File: src/rtl/fetch_queue_pkg.sv
// Shared definitions for the IF->ID fetch queue.
//   FQ_WORD_LEN : width of PC and instruction words
//   FQ_NOP      : instruction encoding presented to ID when nothing is queued
//   FQ_DEPTH    : default number of queue entries
//   fq_op_e     : per-cycle queue operation, used to update the occupancy count
package fetch_queue_pkg;

  localparam int          FQ_WORD_LEN = 32;
  localparam logic [31:0] FQ_NOP      = 32'd0;
  localparam int          FQ_DEPTH    = 4;

  // Bit 1 = pop, bit 0 = push.
  typedef enum logic [1:0] {
    FQ_IDLE = 2'b00,
    FQ_PUSH = 2'b01,
    FQ_POP  = 2'b10,
    FQ_BOTH = 2'b11
  } fq_op_e;

endpackage

File: src/rtl/fetch_queue_mem.sv
// Storage array for the fetch queue: DEPTH entries of {PC, instruction}.
// Ports:
//   clk_i   : write clock, rising edge
//   we_i    : write enable
//   waddr_i : write address
//   wdata_i : {PC, instruction} pair to store
//   raddr_i : read address (combinational read)
//   rdata_o : {PC, instruction} pair at raddr_i
// Storage has no reset; the control logic never exposes an unwritten entry.
module fetch_queue_mem #(
  parameter int WORD_LEN = 32,
  parameter int DEPTH    = 4,
  parameter int ADDR_W   = $clog2(DEPTH)
) (
  input  logic                    clk_i,
  input  logic                    we_i,
  input  logic [ADDR_W-1:0]       waddr_i,
  input  logic [2*WORD_LEN-1:0]   wdata_i,
  input  logic [ADDR_W-1:0]       raddr_i,
  output logic [2*WORD_LEN-1:0]   rdata_o
);

  logic [2*WORD_LEN-1:0] mem_q [DEPTH];

  always_ff @(posedge clk_i) begin
    if (we_i) begin
      mem_q[waddr_i] <= wdata_i;
    end
  end

  assign rdata_o = mem_q[raddr_i];

endmodule

File: src/rtl/fetch_queue.sv
// Fetch queue between the IF and ID stages. Buffers {PC, instruction} pairs
// and presents the oldest one to ID in first-word-fall-through form.
// Ports:
//   clk       : clock, rising edge
//   rst       : asynchronous reset, active low
//   flush     : taken branch; discards every queued entry
//   in_valid  : IF presents a fetched pair
//   in_pc     : PC of fetched instruction
//   in_instr  : fetched instruction
//   in_ready  : queue can accept a pair (IF freezes when low)
//   out_ready : ID consumes the head entry this cycle
//   out_valid : head entry is valid
//   out_pc    : PC of head entry (0 when empty)
//   out_instr : instruction of head entry (NOP when empty)
//   count     : current occupancy, 0..DEPTH
module fetch_queue
  import fetch_queue_pkg::*;
#(
  parameter int WORD_LEN = FQ_WORD_LEN,
  parameter int DEPTH    = FQ_DEPTH,
  parameter int CNT_W    = $clog2(DEPTH) + 1
) (
  input  logic                clk,
  input  logic                rst,
  input  logic                flush,
  input  logic                in_valid,
  input  logic [WORD_LEN-1:0] in_pc,
  input  logic [WORD_LEN-1:0] in_instr,
  output logic                in_ready,
  input  logic                out_ready,
  output logic                out_valid,
  output logic [WORD_LEN-1:0] out_pc,
  output logic [WORD_LEN-1:0] out_instr,
  output logic [CNT_W-1:0]    count
);

  localparam int               PTR_W    = $clog2(DEPTH);
  localparam logic [CNT_W-1:0] FULL_CNT = CNT_W'(DEPTH);

  logic [PTR_W-1:0] rd_ptr_q, rd_ptr_d;
  logic [PTR_W-1:0] wr_ptr_q, wr_ptr_d;
  logic [CNT_W-1:0] count_q,  count_d;

  logic                  push;
  logic                  pop;
  fq_op_e                op;
  logic [2*WORD_LEN-1:0] head;

  // Handshake flags come from registered count only, so in_ready never
  // depends combinationally on out_ready (a full queue admits no push even
  // when it is popped in the same cycle).
  assign in_ready  = (count_q < FULL_CNT);
  assign out_valid = (count_q != '0);

  // Flush wins over both push and pop.
  assign push = in_valid  && in_ready  && !flush;
  assign pop  = out_ready && out_valid && !flush;
  assign op   = fq_op_e'({pop, push});

  always_comb begin
    rd_ptr_d = rd_ptr_q;
    wr_ptr_d = wr_ptr_q;
    count_d  = count_q;
    if (flush) begin
      rd_ptr_d = '0;
      wr_ptr_d = '0;
      count_d  = '0;
    end else begin
      if (push) wr_ptr_d = wr_ptr_q + PTR_W'(1);
      if (pop)  rd_ptr_d = rd_ptr_q + PTR_W'(1);
      unique case (op)
        FQ_PUSH: count_d = count_q + CNT_W'(1);
        FQ_POP:  count_d = count_q - CNT_W'(1);
        FQ_IDLE,
        FQ_BOTH: count_d = count_q;
      endcase
    end
  end

  always_ff @(posedge clk or negedge rst) begin
    if (!rst) begin
      rd_ptr_q <= '0;
      wr_ptr_q <= '0;
      count_q  <= '0;
    end else begin
      rd_ptr_q <= rd_ptr_d;
      wr_ptr_q <= wr_ptr_d;
      count_q  <= count_d;
    end
  end

  fetch_queue_mem #(
    .WORD_LEN (WORD_LEN),
    .DEPTH    (DEPTH),
    .ADDR_W   (PTR_W)
  ) u_mem (
    .clk_i   (clk),
    .we_i    (push),
    .waddr_i (wr_ptr_q),
    .wdata_i ({in_pc, in_instr}),
    .raddr_i (rd_ptr_q),
    .rdata_o (head)
  );

  // Empty queue shows a NOP at PC 0 so ID never sees stale storage.
  assign out_pc    = out_valid ? head[2*WORD_LEN-1 -: WORD_LEN] : '0;
  assign out_instr = out_valid ? head[WORD_LEN-1:0] : WORD_LEN'(FQ_NOP);
  assign count     = count_q;

endmodule

File: config.mk
export PLATFORM = sky130hd
export DESIGN_NAME = fetch_queue
export DESIGN_NICKNAME = d
export VERILOG_FILES = /design/src/rtl/fetch_queue_pkg.sv /design/src/rtl/fetch_queue_mem.sv /design/src/rtl/fetch_queue.sv
export SDC_FILE = /design/constraint.sdc
export NUM_CORES = 1
export LEC_CHECK = 0
export CAP_MARGIN = 20
export CORE_MARGIN = 2
export CORE_UTILIZATION = 55
export DETAILED_ROUTE_END_ITERATION = 6
export GPL_TIMING_DRIVEN = 1
export PLACE_DENSITY = 0.76
export SLEW_MARGIN = 5
export SYNTH_ARGS = -nofsm -noshare
export SYNTH_HDL_FRONTEND = slang
export SYNTH_HIERARCHICAL = 1
export SYNTH_SLANG_ARGS = --single-unit
export TNS_END_PERCENT = 20
File: constraint.sdc
create_clock -name clk -period 6.7 [get_ports clk]
set_input_delay 0.67 -clock clk [delete_from_list [all_inputs] [get_ports clk]]
set_output_delay 0.67 -clock clk [all_outputs]
set_load 0.02 [all_outputs]
# == After elaboration in Yosys (flattened, before gate mapping) ==
# Memory sizes are Yosys's and may differ from the RTL's.
# Cells that the tools add are included.
# totals
register_bits,7
elab_cells,33
in_bits,69
mem_count,1
ram_bits,256
output_inout_bits,69
# classes
n_eq_ne,4
reduce_logical,10
addsub,4
n_lt_le_gt_ge,1
mux,10
# memory_table
name,words,word_bits,rd,rd_ports_with_merged_regs,write_ports,line_no,source
u_mem.mem_q,4,64,1,0,1,fetch_queue_mem.sv:23,logic [2*WORD_LEN-1:0] mem_q [DEPTH];
# ops
op,n
32-bit 2-to-1 mux,2
2-bit 2-to-1 mux,4
3-bit case mux with 2 select lines,1
2-bit by 1-bit adder with 2-bit output (second input constant),2
2-bit equality test (second input constant),2
1-bit logical AND,4
2-bit nonzero test,2
3-bit by 1-bit adder with 3-bit output (second input constant),1
3-bit < comparator (second input constant),1
3-bit 2-to-1 mux,1
3-bit nonzero test,1
3-bit by 1-bit subtractor with 3-bit output (second input constant),1
2-bit by 1-bit equality test with 1-bit output (second input constant),1
2-bit logical NOT,1
1-bit 2-to-1 mux,2
2-bit inequality test (second input constant),1
2-bit OR reduction,1
1-bit logical NOT,1

# == Depth between registers and ports, before layout ==
# Gate-level depths: netlist of run 1.
# depth
word_depth,6
ltp_mapped,7
ltp_nobuf,7

# == Modules after synthesis ==
# Netlist of run 1, hierarchy kept.
# modules_own_cells
module,seq_area_each_um2,area_each_um2,n_inst,cells_each
fetch_queue_mem,7687.4,9341.5,1,338
fetch_queue,175.2,838.3,1,106

# == Least setup slack after synthesis of run 1 ==
# No wires, ideal clock.
# synth_timing
path_type,input-to-reg
start,in flush
end,mem u_mem/mem_q[0][0] (netlist bit) (enable)
path_buffers,1
setup_slack_ps,396
t_required_ps,6122
setup_time_ps,578
arrival_time_ps,5727
path_stages,4
path_cell_list,clkbuf_1 > nand2b_1 > inv_1 > nor3b_1
# synth_between
elab_chain_len,4
# synth_rtl
element,line_no,source
"start, declared",fetch_queue.sv:25,"input logic flush,"
1-bit logical NOT,fetch_queue.sv:56,assign push = in_valid && in_ready && !flush;
1-bit logical AND,fetch_queue.sv:56,
net push,fetch_queue.sv:44,logic push;
1-bit 2-to-1 mux,fetch_queue_mem.sv:26,if (we_i) begin
1-bit 2-to-1 mux (not written as such),fetch_queue_mem.sv:27,mem_q[waddr_i] <= wdata_i;
"end, declared",fetch_queue_mem.sv:23,
# The timed path passes the listed nets, and every way through them passes these cells.

# == Worst setup path after layout of run 1 ==
# layout_timing
start,reg rd_ptr_q[0]
end,out out_instr[2]
# layout_between
elab_chain_len,2
# layout_rtl
element,line_no,source
"start, declared",fetch_queue.sv:40,"logic [PTR_W-1:0] rd_ptr_q, rd_ptr_d;"
"start signal, assigned",fetch_queue.sv:86,rd_ptr_q <= rd_ptr_d;
memory read 4 x 64 bit,-,
net head[2],fetch_queue.sv:47,logic [2*WORD_LEN-1:0] head;
32-bit 2-to-1 mux,fetch_queue.sv:107,assign out_instr = out_valid ? head[WORD_LEN-1:0] : WORD_LEN'(FQ_NOP);
"end, declared",fetch_queue.sv:33,"output logic [WORD_LEN-1:0] out_instr,"
# The timed path passes the listed nets, and every way through them passes these cells.

==> key figures, run 1 <==
Setup path
  • Worst path required time: 6030 ps
  • Reg2reg path depth: 5
  • Worst-path cell chain: buf_4 -> mux4_1 -> and2_1 -> clkdlybuf4s50_1
  • Slowest cell on the critical path: dfrtp_4
  • Startpoint types: register
  • Worst R2R Start: count[2]
  • CP max FO: 38
  • CP Capture Type: output port
  • Critical Path End: out_instr[2]
  • Crit Path Category: reg2out
  • Crit path from: rd_ptr_q[0]
  • Critical path's top delay family: buffers and inverters
  • RR Endpoint: u_mem/mem_q[1][4]
  • CP arrival: 3410 ps
  • WP depth: 4
  • CP max stage delay: 800 ps
  • CP Buf/Inv Count: 2
  • Reg2Reg Setup Slack: 4260 ps

Timing
  • Final setup violation count: 0
  • Worst Tran Pin Value: 1040 ps
  • Max Freq: 0.245 GHz
  • Worst Skew: 5.63 ps
  • Final setup TNS: 0 ps
  • Unrepaired setup endpoints after global routing: no
  • Final Hold Fails: 0
  • Final min period: 4080 ps
  • Max Slew Vio Count: 0
  • Fin crit share: 0.609
  • Slew HR: 0.307
  • Setup WS post-layout: 2620 ps

Cells and area
  • Layout Area Growth over Synthesis: 23.4%
  • Filler instances: 1134
  • Diode count: 0
  • Layout net count: 664
  • Layout cells sized above 1: 0.179
  • Core Util, Final: 0.694

Floorplanning
  • Die Height: 140 um
  • # IOs: 138
  • Starting utilization of the core area: 0.563
  • Die ar.: 19600 um^2
  • Die Span X: 140 um
  • Core box area: 18100 um^2
  • FP Rows: 49

Clock tree
  • # H-tree levels: 1
  • Cts hold-fix bufs: 0
  • Post-CTS Setup Inserts: 0
  • CTS Sinks: 263
  • Longest Clk Path Bufs: 3
  • Cts repair resizes: 0
  • CTS tree: built
  • Worst-skew pair later-pin latency: 510 ps
  • Worst-path clk slew: 60 ps
  • CTS Buf Count: 26
  • Clock root buffer: clkbuf_16

Power and ir drop
  • Pleak: 0.00402 uW
  • Peak supply drop: 0.000254 V
  • PD cells: 316 nW/um^2

Synthesis
  • EDFF count, synth: 256
  • Syn nets: 515
  • Mapped Area: 10200 um^2
  • Synth cell types: 28
  • Synth warn: 6
  • Main synth FF type: edfxtp_1
  • Biggest area consumer among synthesized cells: edfxtp_1
  • Synth async-reset ratio: 0.0266
  • Synth top area cells: edfxtp_1 (76%), mux4_2 (13%), and2_1 (3.9%)
  • Mean Syn Cell Area: 22.9 um^2
  • Synth top area share: 0.755
  • Sequential area share after synthesis: 0.772
  • Seq cells post-synth: 263
  • Synth Instances: 444

Placed design
  • Post-DP HPWL: 10100 um
  • Worst slack at placement: 3080 ps
  • PortBufs: 137
  • Routability cong.: 0.735

GRT
  • GRT Residual Overflow: 0
  • Initial antenna violation count: 0
  • Vias in the first global route: 5111
  • Largest net degree at the start of global routing: 66
  • First-pass GRT wire length: 28100 um
  • Global-route usage over all layers: 0.187

Drt
  • ANT nets after route: 0
  • Drt via density: 5.73
  • Final WL: 18100 um
  • Starting DRT DRC Count: 361
  • Routed vias: 4806
  • Remaining DRCs: 8
  • First-pass detailed-route iteration total: 6
  • Wirelength per Cell: 21.5 um

Hold path
  • HP Class: in2async

Status
  • Failing checks: DRC
  • Status: finished, violations left

Flow run
  • Max-cap violations: 0
logic make-up (layout without fill, tap and decap cells):
| family | after synthesis | count (layout) | share of synthesized area |
|---|---|---|---|
| flip-flops | 263 | 263 | 0.772 |
| AND/OR/NAND/NOR | 80 | 80 | 0.0482 |
| multiplexers | 65 | 65 | 0.144 |
| buffers and inverters | 24 | 190 | 0.0245 |
| XOR/XNOR | 6 | 6 | 0.00516 |
| AO/OA/AOI/OAI | 4 | 4 | 0.00258 |
| adder cells (fa/ha/maj) | 2 | 2 | 0.00320 |
per-layer routing:
layer,routed length (um),share of wire,vias up,GRT usage
li1,-,-,2108,-
met1,7830,0.43,2476,0.272
met2,8520,0.47,194,0.294
met3,1320,0.073,28,0.0407
met4,395,0.022,0,0.0548
met5,0,0,-,0
placed cells by master (no fill, tap or decap):
| master | netlist | routed |
|---|---|---|
| edfxtp_1 | 256 | 256 |
| clkdlybuf4s50_1 | 0 | 137 |
| and2_1 | 64 | 64 |
| mux4_2 | 60 | 60 |
| clkbuf_16 | 0 | 27 |
| nor2_1 | 7 | 7 |
| clkinv_1 | 0 | 6 |
| bufinv_16 | 0 | 5 |
| dfrtp_1 | 7 | 5 |
| buf_4 | 0 | 5 |
| xor2_1 | 4 | 4 |
| clkinv_2 | 0 | 4 |
| mux4_1 | 4 | 4 |
| clkbuf_1 | 2 | 3 |
| inv_1 | 2 | 2 |
| xnor2_1 | 2 | 2 |
| dfrtp_4 | 0 | 2 |
| and3b_4 | 0 | 2 |
| or3_2 | 0 | 1 |
| nor2b_1 | 1 | 1 |
| nand2b_1 | 1 | 1 |
| o31ai_1 | 1 | 1 |
| mux2i_1 | 1 | 1 |
| o311ai_0 | 1 | 1 |
| nand3b_1 | 1 | 1 |
| o21ai_0 | 1 | 1 |
| or3_1 | 2 | 1 |
| a21oi_1 | 1 | 1 |
| fa_1 | 1 | 1 |
| ha_1 | 1 | 1 |
| buf_12 | 6 | 1 |
| and3_4 | 0 | 1 |
| nor3b_2 | 0 | 1 |
cell usage after synthesis (all sizes together), types with 2 or more instances:
| master | n |
|---|---|
| dfrtp | 7 |
| nor2 | 7 |
| buf | 19 |
| and2 | 64 |
| clkbuf | 3 |
| xor2 | 4 |
| and3b | 2 |
| inv | 2 |
| xnor2 | 2 |
| or3 | 2 |
| edfxtp | 256 |
| mux4 | 64 |
layout make-up:
| cell class | count | area (um^2) | area share |
|---|---|---|---|
| multi-input combinational | 157 | 2090 | 0.166 |
| timing repair buffer | 143 | 1430 | 0.114 |
| sequential | 263 | 7870 | 0.627 |
| tap | 229 | 287 | 0.0228 |
| clock inverter | 15 | 193 | 0.0153 |
| clock buffer | 30 | 687 | 0.0547 |
| inverter | 2 | 7.51 | 0.000598 |
flip-flops by register name, indices dropped and copies added (netlist names):
register / count
rd_ptr_q: 2
wr_ptr_q: 2
count: 3
u_mem/mem_q: 256
worst min path at each step:
stage	to	slack, ps	depth (start not counted)
4_1_cts	count[1]	430	1
2_1_floorplan	count[0]	370	0
6_report	count[1]	420	1
3_3_place_gp	wr_ptr_q[1]	600	2
3_5_place_dp	wr_ptr_q[1]	630	2
5_1_grt	wr_ptr_q[1]	450	1
stage by stage:
step	power (uW)	cells	instance area (um^2)	hold WS, ps
final	3960	839	12600	422
after detailed placement	2520	793	11700	632
after global placement	2510	793	11700	603
after CTS	4000	838	12500	432
after global routing	4110	839	12600	450
after floorplan	2300	444	10200	374
power breakdown:
group          leakage, uW  total (uW)  switching (uW)  internal, uW
combinational      0.00117         584             278           306
clock             0.000432        1480             560           919
sequential         0.00242        1900            39.0          1860
total              0.00402        3960             877          3090
No activity file was read; power rests on OpenSTA's default activity.
==> run 2: changes to the inputs <==
clock period = 3.8 ns   (was 6.7 ns; I/O delays follow)
==> key figures, run 2 (same netlist as run 1, synthesis figures left out) <==
Timing
  • Final Hold Fails: 0 (unchanged)
  • Fin crit share: 0.874
  • Final setup TNS: 0 ps (unchanged)
  • Worst Skew: 11.6 ps (+5.96 ps)
  • Worst Tran Pin Value: 694 ps (-344 ps)
  • Max Slew Vio Count: 0 (unchanged)
  • Unrepaired setup endpoints after global routing: no
  • Max Freq: 0.301 GHz
  • Slew HR: 0.537 (+0.230)
  • Worst hold slack: 138 ps (-284 ps)
  • Final min period: 3320 ps
  • Final setup violation count: 0 (unchanged)

Clock tree
  • Clock root buffer: clkbuf_16
  • Worst-path clk slew: 60 ps (about the same)
  • Cts hold-fix bufs: 0 (unchanged)
  • CTS tree: built
  • Worst-skew pair later-pin latency: 510 ps (about the same)
  • # H-tree levels: 1 (unchanged)
  • Longest Clk Path Bufs: 3 (unchanged)
  • CTS Sinks: 263 (unchanged)
  • Cts repair resizes: 0 (unchanged)
  • Post-CTS Setup Inserts: 0 (unchanged)
  • CTS Buf Count: 27 (+3.8%)

Floorplanning
  • # IOs: 138 (unchanged)
  • Die Span X: 140 um (unchanged)
  • Core box area: 18100 um^2 (unchanged)
  • Die ar.: 19600 um^2 (unchanged)
  • Die Height: 140 um (unchanged)
  • FP Rows: 49 (unchanged)
  • Starting utilization of the core area: 0.563 (unchanged)

Status
  • Status: finished, violations left
  • Failing checks: DRC

Setup path
  • Worst R2R Start: count[2]
  • Reg2Reg Setup Slack: 1420 ps (-2840 ps)
  • RR Endpoint: count[2]
  • Startpoint types: register
  • CP max FO: 24 (-37%)
  • Reg2reg path depth: 7 (+2)
  • CP arrival: 2940 ps (-470 ps)
  • Worst path required time: 3420 ps (-2610 ps)
  • CP Capture Type: output port
  • Crit Path Category: reg2out

Drt
  • First-pass detailed-route iteration total: 7 (+1)
  • Routed vias: 4757 (-1.0%)
  • Final WL: 18400 um (+1.9%)
  • Starting DRT DRC Count: 364 (+0.83%)
  • ANT nets after route: 0 (unchanged)
  • Remaining DRCs: 20 (+12)
  • Drt via density: 5.61 (-2.1%)
  • Wirelength per Cell: 21.7 um (+0.83%)

Power and ir drop
  • PD cells: 548 nW/um^2 (+74%)
  • Pleak: 0.00405 uW (+0.84%)
  • Peak supply drop: 0.000347 V (+37%)
  • Total Power: 6930 uW (+75%)

Cells and area
  • Layout cells sized above 1: 0.189 (+0.0106)
  • Max reg flops: 256 (unchanged)
  • Layout net count: 669 (+0.75%)
  • Filler instances: 1124 (-0.88%)
  • Finished Layout Cells: 848 (+1.1%)
  • Reg with most FFs: u_mem/mem_q
  • Layout Area Growth over Synthesis: 24.3%
  • Commonest non-fill, non-tap cells in the layout: edfxtp_1 (256), clkdlybuf4s50_1 (137), and2_1 (64), mux4_2 (60), clkbuf_16 (27)
  • Most common cell after layout, fill and taps aside: edfxtp_1

Placed design
  • Post-DP HPWL: 10700 um (+5.8%)
  • Routability cong.: 0.724 (-1.4%)
  • PortBufs: 137 (unchanged)
  • Dpl cells: 798 (+0.63%)

GRT
  • Vias in the first global route: 5111 (unchanged)
  • Largest net degree at the start of global routing: 45 (-32%)
  • Initial antenna violation count: 3 (+3)
  • GRT Residual Overflow: 0 (unchanged)
  • First-pass GRT wire length: 28900 um (+2.8%)
  • Global-route usage over all layers: 0.192 (+0.00439)

Flow run
  • Max-cap violations: 0 (unchanged)

Hold path
  • HP Class: in2async
run 2: cell types whose count changed in the layout (fill, tap and decap cells not counted), sizes merged:
cell / change
buf: +4
bufinv: -4
clkbuf: +8
clkinv: -1
clkinvlp: +1
diode: +1
run 2: worst max path at each step:
stage | end | depth (start not counted) | start
floorplan | u_mem/mem_q[0][0] | 4 | count[2]
global placement | out_instr[20] | 4 | rd_ptr_q[0]
detailed placement | out_pc[1] | 4 | rd_ptr_q[0]
CTS | out_instr[20] | 4 | rd_ptr_q[0]
global route | out_instr[20] | 4 | rd_ptr_q[0]
finish | out_instr[20] | 4 | rd_ptr_q[0]
run 2: routing by layer:
metal,track usage,wire length [um]
met1,0.284,7980
met3,0.0455,1380
met4,0.0468,323
met5,0,0
met2,0.297,8730
run 2: critical path, cell delays in order, from the launching register on:
cell and delay (ps):
dfrtp_4 640, buf_4 490, mux4_2 570, and2_1 190
clkdlybuf4s50_1 540
run 2: final cells by class:
cell class	instances	area [um^2]	area share
clock inverters	11	73.8	0.00584
flip-flops and latches	263	7870	0.622
repair buffers	147	1510	0.119
diodes	1	2.50	0.000198
inverters	2	7.51	0.000593
clock buffers	38	807	0.0638
well taps	229	287	0.0227
multi-input cells	157	2090	0.165
run 2: where the power goes:
part / total, uW / switching (uW) / leakage, uW / internal [uW]
Clock: 2540 / 1000 / 0.000433 / 1530
Sequential: 3340 / 52.1 / 0.00242 / 3280
Combinational: 1060 / 509 / 0.00120 / 550
run 2: through the flow:
step	instance area, um^2	setup slack, ps	util
after detailed placement	11800	962	0.651
final	12600	480	0.699
after floorplan	10200	833	-
after CTS	12600	393	0.699
after global routing	12600	298	0.699
after global placement	11700	960	0.649
